[config.mk]
export PLATFORM = sky130hd
export DESIGN_NAME = aes_mixcol_seq
export DESIGN_NICKNAME = d
export VERILOG_FILES = /design/src/rtl/aes_mixcol_seq.sv
export SDC_FILE = /design/constraint.sdc
export NUM_CORES = 1
export LEC_CHECK = 0
export ABC_CLOCK_PERIOD_IN_PS = 6430
export BUFFER_PORTS_ARGS = -buffer_cell sky130_fd_sc_hd__buf_2
export CELL_PAD_IN_SITES_DETAIL_PLACEMENT = 0
export CELL_PAD_IN_SITES_GLOBAL_PLACEMENT = 1
export CORE_MARGIN = 2
export CORE_UTILIZATION = 40
export CTS_BUF_LIST = sky130_fd_sc_hd__clkbuf_16
export DETAILED_ROUTE_END_ITERATION = 7
export GPL_TIMING_DRIVEN = 1
export PLACE_DENSITY_LB_ADDON = 0.1
export SYNTH_ARGS = -nofsm -noshare
export SYNTH_HDL_FRONTEND = slang
export SYNTH_HIERARCHICAL = 1
export SYNTH_SLANG_ARGS = --single-unit
[constraint.sdc]
create_clock -name clk -period 6.43 [get_ports clk]
set_input_delay 0.9645 -clock clk [delete_from_list [all_inputs] [get_ports clk]]
set_output_delay 0.9645 -clock clk [all_outputs]
set_load 0.03 [all_outputs]
[src/rtl/aes_mixcol_seq.sv]
// Column-serial AES MixColumns / InvMixColumns engine.
// One 32-bit column per clock, valid/ready on both sides.

module gf256mult (
    input  logic [7:0] a_i,
    input  logic [7:0] b_i,
    output logic [7:0] p_o
);
    logic [7:0] acc;
    logic [7:0] x;

    always_comb begin
        acc = 8'h00;
        x   = a_i;
        for (int i = 0; i < 8; i++) begin
            if (b_i[i]) acc = acc ^ x;
            // xtime with reduction by x^8+x^4+x^3+x+1
            x = {x[6:0], 1'b0} ^ (x[7] ? 8'h1b : 8'h00);
        end
        p_o = acc;
    end
endmodule

module aes_mixcol_seq #(
    parameter bit SUPPORT_INV = 1'b1
) (
    input  logic         clk,
    input  logic         rst,
    input  logic         in_valid,
    output logic         in_ready,
    input  logic [127:0] in_data,
    input  logic         in_inv,
    output logic         out_valid,
    input  logic         out_ready,
    output logic [127:0] out_data,
    output logic         busy
);
    localparam logic [31:0] FWD = 32'h02030101;
    localparam logic [31:0] INV = 32'h0e0b0d09;

    typedef enum logic [1:0] {
        IDLE = 2'd0,
        BUSY = 2'd1,
        DONE = 2'd2
    } state_t;

    state_t       state_q, state_d;
    logic [127:0] src_q, src_d;
    logic [127:0] res_q, res_d;
    logic         inv_q, inv_d;
    logic [1:0]   col_q, col_d;

    logic [31:0]  col_in;
    logic [31:0]  col_out;
    logic [7:0]   a    [4];
    logic [7:0]   prod [4][4];
    logic         use_inv;
    logic         accept;

    assign use_inv = SUPPORT_INV & inv_q;

    always_comb begin
        col_in = 32'h0;
        unique case (col_q)
            2'd0: col_in = src_q[127:96];
            2'd1: col_in = src_q[95:64];
            2'd2: col_in = src_q[63:32];
            2'd3: col_in = src_q[31:0];
        endcase
    end

    // Coefficient for row r, input byte j is row0[(j - r) mod 4]
    for (genvar r = 0; r < 4; r++) begin : g_row
        assign a[r] = col_in[31-8*r -: 8];
        for (genvar j = 0; j < 4; j++) begin : g_term
            localparam int K = (j - r + 4) % 4;
            logic [7:0] cf;
            if (SUPPORT_INV) begin : g_inv
                assign cf = use_inv ? INV[31-8*K -: 8] : FWD[31-8*K -: 8];
            end else begin : g_fwd
                assign cf = FWD[31-8*K -: 8];
            end
            gf256mult u_mul (
                .a_i (a[j]),
                .b_i (cf),
                .p_o (prod[r][j])
            );
        end
        assign col_out[31-8*r -: 8] =
            prod[r][0] ^ prod[r][1] ^ prod[r][2] ^ prod[r][3];
    end

    assign in_ready  = (state_q == IDLE) | ((state_q == DONE) & out_ready);
    assign accept    = in_valid & in_ready;
    assign out_valid = (state_q == DONE);
    assign busy      = (state_q == BUSY);
    assign out_data  = res_q;

    always_comb begin
        state_d = state_q;
        src_d   = src_q;
        res_d   = res_q;
        inv_d   = inv_q;
        col_d   = col_q;
        case (state_q)
            IDLE: begin
                if (accept) begin
                    src_d   = in_data;
                    inv_d   = SUPPORT_INV & in_inv;
                    col_d   = 2'd0;
                    state_d = BUSY;
                end
            end
            BUSY: begin
                unique case (col_q)
                    2'd0: res_d[127:96] = col_out;
                    2'd1: res_d[95:64]  = col_out;
                    2'd2: res_d[63:32]  = col_out;
                    2'd3: res_d[31:0]   = col_out;
                endcase
                col_d = col_q + 2'd1;
                if (col_q == 2'd3) state_d = DONE;
            end
            DONE: begin
                if (out_ready) begin
                    if (accept) begin
                        src_d   = in_data;
                        inv_d   = SUPPORT_INV & in_inv;
                        col_d   = 2'd0;
                        state_d = BUSY;
                    end else begin
                        state_d = IDLE;
                    end
                end
            end
            default: state_d = IDLE;
        endcase
    end

    always_ff @(posedge clk) begin
        if (rst) begin
            state_q <= IDLE;
            src_q   <= '0;
            res_q   <= '0;
            inv_q   <= 1'b0;
            col_q   <= 2'd0;
        end else begin
            state_q <= state_d;
            src_q   <= src_d;
            res_q   <= res_d;
            inv_q   <= inv_d;
            col_q   <= col_d;
        end
    end
endmodule

==> flow_summary.toml, run 1 <==
[global_route]
track_usage_pct = 23.65
antenna_found_initial = 8
grt_max_degree = 161
grt_first_pass_wirelength_um = 155400
first_global_vias = 25915
overflow = 0

[timing]
period_needed_ns = 4.914
setup_viol = 0
setup_slack_ns = 1.516
fmax_ghz = 0.2035
hold_viol = 0
slew_violations = 0
finalSetupTns_ns = 0
maxSlewHeadroom_pct = 24.84
rsz0062_at_grt = "false"
finalClockSkew_ns = 0.03579
fin_crit_sh_pct = 76.43
worst_slew_pin_slew_ns = 1.104

[logic_synthesis]
synthMuxAreaShare_pct = 2.989
yosys.area_share.xor_xnor_pct = 42.78
synthAdderAreaFrac_pct = 0.1946
yosys_warnings = 6
netlist_instances = 4089
synth_top_family_by_area = "XOR/XNOR gates"
synth_compound_area_share_pct = 14.48
synth_simple_gate_area_share_pct = 15.78
ys_seq_area_share_pct = 16.25
avgSynthCellArea_um2 = 7.862
synth-main-ff-cell = "dfxtp_1"
synth_seq_cells = 261
synth_area_um2 = 32150
async_flop_share_pct = 0
synth_edf_count = 0
ys_types = 43

[placement]
place_ws_ns = 1.528
gp_congestion = 0.8178
dp_hpwl_um = 71280
portBuffers = 263

[route]
drt_iter0_drc = 1858
antenna_left = 0
wire_per_inst_um = 18.36
drc = 0
firstDrtPassIters = 8
viasPerCell = 4.953
drt_wl_total_um = 99330
vias = 26791

[floorplan]
dieArea_um2 = 82650
io_pins = 264
die_h_um = 287.5
initial_core_util_pct = 40.56
die_width_um = 287.5
core_area_um2 = 79260
num_rows = 103

[worst_setup_path]
crit_slowest_cell = "ha_1"
critical_path.startpoint = "col_q[0]"
path_max_fanout = 23
cpPeakStageDelay_ns = 0.81
end_kind = "flip-flop"
start_kind = "flip-flop"
crit_chain = "inv_1, ha_1, buf_4, a222oi_1, mux2i_4, buf_4, buf_4, xnor3_1, nor3_1, a311oi_2, xor2_1, xnor2_1, xnor2_1, xnor2_1, xnor2_1, a211oi_1"
reg2reg_from = "col_q[0]"
critPathTopFamily = "XOR/XNOR gates"
critPathBufInv = 4
cp.arrival_ns = 5.28
required_ns = 6.80
path_class = "flip-flop to flip-flop"
crit_top_cell = "xnor2_1"

[layout]
final_core_util_pct = 45.35
layout_common_cells = "896 x xnor2_1, 754 x nand2_1, 272 x xor2_1"
layout.filler_cells = 8248
drive_gt1_share_pct = 14.00
finalNetCount = 4473
area_delta_synth_final_pct = 11.82
mostFrequentLayoutCell = "xnor2_1"
regArea_um2 = 5229
multi_input_area_um2 = 25900

[cts]
clk_pin_slew_worst_paths_ns = 0.06
cts_root_buf = "clkbuf_16"
post_cts_resized = 0
cts_tree = "done"
cts_setup_buffers = 0
cts-buffers-inserted = 34
insertion_delay_ns = 0.56
cts.sinks = 261
cts-hold-fix-buffers = 0
cts_buffer_depth = 3
htree_levels = 2

[power_and_ir_drop]
irDropWorstVdd_mv = 0.2020
p_int_mw = 5.226
pwr-share-comb_pct = 62.8
pwr-share-clk_pct = 18.8
pwr_density_cell_nw_per_um2 = 275.1
switching_share_pct = 47.14
leakage_nw = 12.93
p_switching_mw = 4.661
seq_power_share_pct = 18.4

[flow_run]
drv_cap = 0

[hold_path]
min_from = "src_q[109]"
hold_path.class = "flip-flop to flip-flop"

[outcome]
status = "finished clean"
## cell type report
class | count | share of cell area, %
Sequential cell | 261 | 14.55
Clock inverter | 25 | 0.6231
Antenna cell | 1 | 0.006962
Inverter | 84 | 0.8772
Multi-Input combinational cell | 3613 | 72.05
Clock buffer | 34 | 2.367
Tap cell | 1050 | 3.655
Timing Repair Buffer | 341 | 5.876
## path summary, 6_finish.rpt
path | endpoint | slack [ns] | depth (start not counted)
worst max-delay path | out_data[67] | 1.52 | 16
worst min-delay path | src_q[109] | 0.47 | 2
worst max register to register | out_data[67] | 1.52 | 16
worst min register to register | src_q[109] | 0.47 | 2
## power by group through the flow
stage	logic, mW	registers [mW]	clock network, mW
after floorplan	4.35	1.93	0
after global routing	6.67	1.83	1.97
after global placement	6.15	1.85	0
after detailed placement	6.16	1.85	0
final	6.21	1.82	1.86
after CTS	6.18	1.82	1.91
## sequential cells by signal, summed over array words and instances (netlist names)
signal and cells:
inv_q 1, col_q 2, out_data 128, src_q 128, state_q 2
## synthesized netlist by cell type, types with 48 or more instances
master,n,share of area [%]
dfxtp_1,261,16
clkbuf_1,225,2.6
buf_4,94,2.2
xnor2_1,896,24
nand3_1,161,2.5
mux2i_1,96,3.0
xor2_1,272,7.4
xnor3_1,48,3.4
inv_1,84,0.98
a21oi_1,180,2.8
nor2_1,227,2.7
a211oi_1,144,3.4
xor2_2,48,2.4
a22oi_1,48,1.1
xnor2_2,48,2.4
nand2_1,754,8.8
o21ai_0,129,2.0
## metal layers
metal / routed length (µm) / track usage [%] / vias to the layer above
met2: 45510 / 38.79 / 531
li1: - / - / 13685
met5: 75 / 0 / -
met3: 4418 / 3.510 / 101
met1: 47210 / 32.73 / 12462
met4: 2107 / 5.104 / 12
## stage by stage
stage / hold slack (ns) / instance area, µm² / total power [mW] / instances
detailed placement: 0.4664 / 34870 / 8.014 / 5349
CTS: 0.4743 / 35940 / 9.918 / 5408
global route: 0.5005 / 35940 / 10.47 / 5408
finish: 0.4733 / 35950 / 9.888 / 5409
floorplan: 0.4533 / 33100 / 6.283 / 4343
global placement: 0.4634 / 34870 / 8.002 / 5349
## worst min-delay path, stage by stage (launching register included)
cell and delay [ns]:
dfxtp_1 0.30, o21ai_0 0.06, a21oi_1 0.06
## cell families after synthesis
| kind of cell | Yosys count |
|---|---|
| buffers and inverters | 469 |
| DFF | 261 |
| xor gates and xnor gates | 1344 |
| other | 2 |
| muxes | 96 |
| AOI/OAI and AO/OA | 680 |
| and+or+nand+nor | 1232 |
| adders and majority gates | 5 |
Note: power is estimated with default switching activity, not from simulation.
==> run 2, diff against run 1 <==
--- a/config.mk
+++ b/config.mk
@@ -5,7 +5,7 @@
 export SDC_FILE = /design/constraint.sdc
 export NUM_CORES = 1
 export LEC_CHECK = 0
-export ABC_CLOCK_PERIOD_IN_PS = 6430
+export ABC_CLOCK_PERIOD_IN_PS = 5050
 export BUFFER_PORTS_ARGS = -buffer_cell sky130_fd_sc_hd__buf_2
 export CELL_PAD_IN_SITES_DETAIL_PLACEMENT = 0
 export CELL_PAD_IN_SITES_GLOBAL_PLACEMENT = 1
==> constraint.sdc (replaced) <==
create_clock -name clk -period 5.05 [get_ports clk]
set_input_delay 0.7575 -clock clk [delete_from_list [all_inputs] [get_ports clk]]
set_output_delay 0.7575 -clock clk [all_outputs]
set_load 0.03 [all_outputs]
==> run 2 against run 1 <==
Net effect:
- routed wire length about the same
- highest routed layer unchanged
- sequential power grew 27%
- first-iteration DRC count grew 5.0%
- sequential share of layout area is 0.12 points lower
- via count rose by 0.30%
- die area unchanged
- core utilization up 0.39 points
- clock power increased by 31%
- power increased by 27%
- critical path depth decreased by 1
- final area is 0.85% higher
- non-clock buffer count up 39
==> flow_summary.toml, run 2 (same netlist as run 1, synthesis figures left out) <==
[floorplan]
initial_core_util_pct = 40.56
dieArea_um2 = 82650
core_area_um2 = 79260
die_h_um = 287.5
num_rows = 103
io_pins = 264
die_width_um = 287.5

[worst_setup_path]
crit_top_cell = "xnor2_1"
critPathBufInv = 3
path_max_fanout = 17
cpPeakStageDelay_ns = 0.65
critPathTopFamily = "XOR/XNOR gates"
cp.arrival_ns = 4.99
crit_chain = "inv_1, ha_1, a222oi_1, mux2i_4, buf_4, buf_4, xnor3_1, nor3_1, a311oi_2, xor2_1, xnor2_1, xnor2_1, xnor2_1, xnor2_1, a211oi_1"
path_class = "flip-flop to flip-flop"
end_kind = "flip-flop"
start_kind = "flip-flop"
crit_slowest_cell = "mux2i_4"
required_ns = 5.42
critical_path.startpoint = "col_q[0]"
reg2reg_from = "col_q[0]"

[cts]
cts.sinks = 261
clk_pin_slew_worst_paths_ns = 0.06
cts_setup_buffers = 0
cts-hold-fix-buffers = 0
post_cts_resized = 0
insertion_delay_ns = 0.57
htree_levels = 2
cts_buffer_depth = 3
cts_root_buf = "clkbuf_16"
cts_tree = "done"
cts-buffers-inserted = 34

[power_and_ir_drop]
power_mw = 12.56
irDropWorstVdd_mv = 0.2951
pwr_density_cell_nw_per_um2 = 346.4
leakage_nw = 13.15

[route]
antenna_left = 0
drc = 0
drt_wl_total_um = 99360
viasPerCell = 4.930
drt_iter0_drc = 1951
vias = 26871
wire_per_inst_um = 18.23
firstDrtPassIters = 8

[timing]
finalSetupTns_ns = 0
hold_viol = 0
setup_viol = 0
maxSlewHeadroom_pct = 21.30
fmax_ghz = 0.2167
worst_slew_pin_slew_ns = 1.181
rsz0062_at_grt = "false"
period_needed_ns = 4.614
finalClockSkew_ns = 0.03370
slew_violations = 0
fin_crit_sh_pct = 91.37

[layout]
mostFrequentLayoutCell = "xnor2_1"
area_delta_synth_final_pct = 12.77
fin_cells = 5451
finalNetCount = 4512
final_core_util_pct = 45.74
drive_gt1_share_pct = 14.76
layout_common_cells = "896 x xnor2_1, 754 x nand2_1, 272 x xor2_1"
layout.filler_cells = 8173

[placement]
dp.cells = 5388
dp_hpwl_um = 73350
portBuffers = 263
gp_congestion = 0.8325

[global_route]
first_global_vias = 25806
use_met1_pct = 33.03
grt-busiest-layer = "met2"
antenna_found_initial = 7
grt_first_pass_wirelength_um = 155000
grtUsageMet3_pct = 3.558
grt_max_degree = 170
track_usage_pct = 23.67
use_met2_pct = 38.50
overflow = 0

[hold_path]
min_from = "in_data[102]"
hold_path.class = "input pin to flip-flop"

[flow_run]
drv_cap = 0

[outcome]
status = "finished clean"
==> run 2: path summary, 6_finish.rpt <==
check / slack [ns] / cells past startpoint / to
setup reg to reg: 0.44 / 15 / out_data[107]
hold reg to reg: 0.47 / 2 / src_q[118]
hold / removal: 0.43 / 3 / src_q[102]
setup / recovery: 0.44 / 15 / out_data[107]
==> run 2: through the flow <==
step                setup slack, ns  hold slack (ns)  area [µm²]
detailed placement           0.5042           0.4672       35140
global placement             0.5164           0.4646       35140
CTS                          0.4087           0.3985       36240
global route                0.07746           0.4214       36250
floorplan                    0.7062           0.4533       33100
finish                       0.4358           0.4334       36250
==> run 2: worst register-to-register path: stages, from the launching register on <==
cell and delay (ns):
dfxtp_1 0.33, inv_1 0.16, ha_1 0.46, a222oi_1 0.21
mux2i_4 0.65, buf_4 0.36, buf_4 0.38, xnor3_1 0.38
nor3_1 0.20, a311oi_2 0.07, xor2_1 0.18, xnor2_1 0.20
xnor2_1 0.22, xnor2_1 0.15, xnor2_1 0.35, a211oi_1 0.13
==> run 2: power breakdown <==
part	switching, mW	internal, mW	leakage, nW
Sequential	0.109	2.20	2.13
Combinational	4.71	3.09	10.5
Clock	1.04	1.40	0.557
==> run 2: area by class of cell <==
type | count | area [µm²] | share of cell area [%]
repair buffers | 380 | 2380 | 6.565
clock buffers | 34 | 850.8 | 2.347
inverters | 84 | 315.3 | 0.8698
diodes | 3 | 7.507 | 0.02071
well taps | 1050 | 1314 | 3.624
clock inverters | 26 | 256.5 | 0.7076
flip-flops and latches | 261 | 5229 | 14.42
multi-input cells | 3613 | 25900 | 71.44
==> run 2: layer usage <==
layer  vias up  part of all wire (%)
met5         -                 0.049
met4        10                   2.1
met3       100                   4.7
li1      13797                     -
met2       573                    46
met1     12391                    48
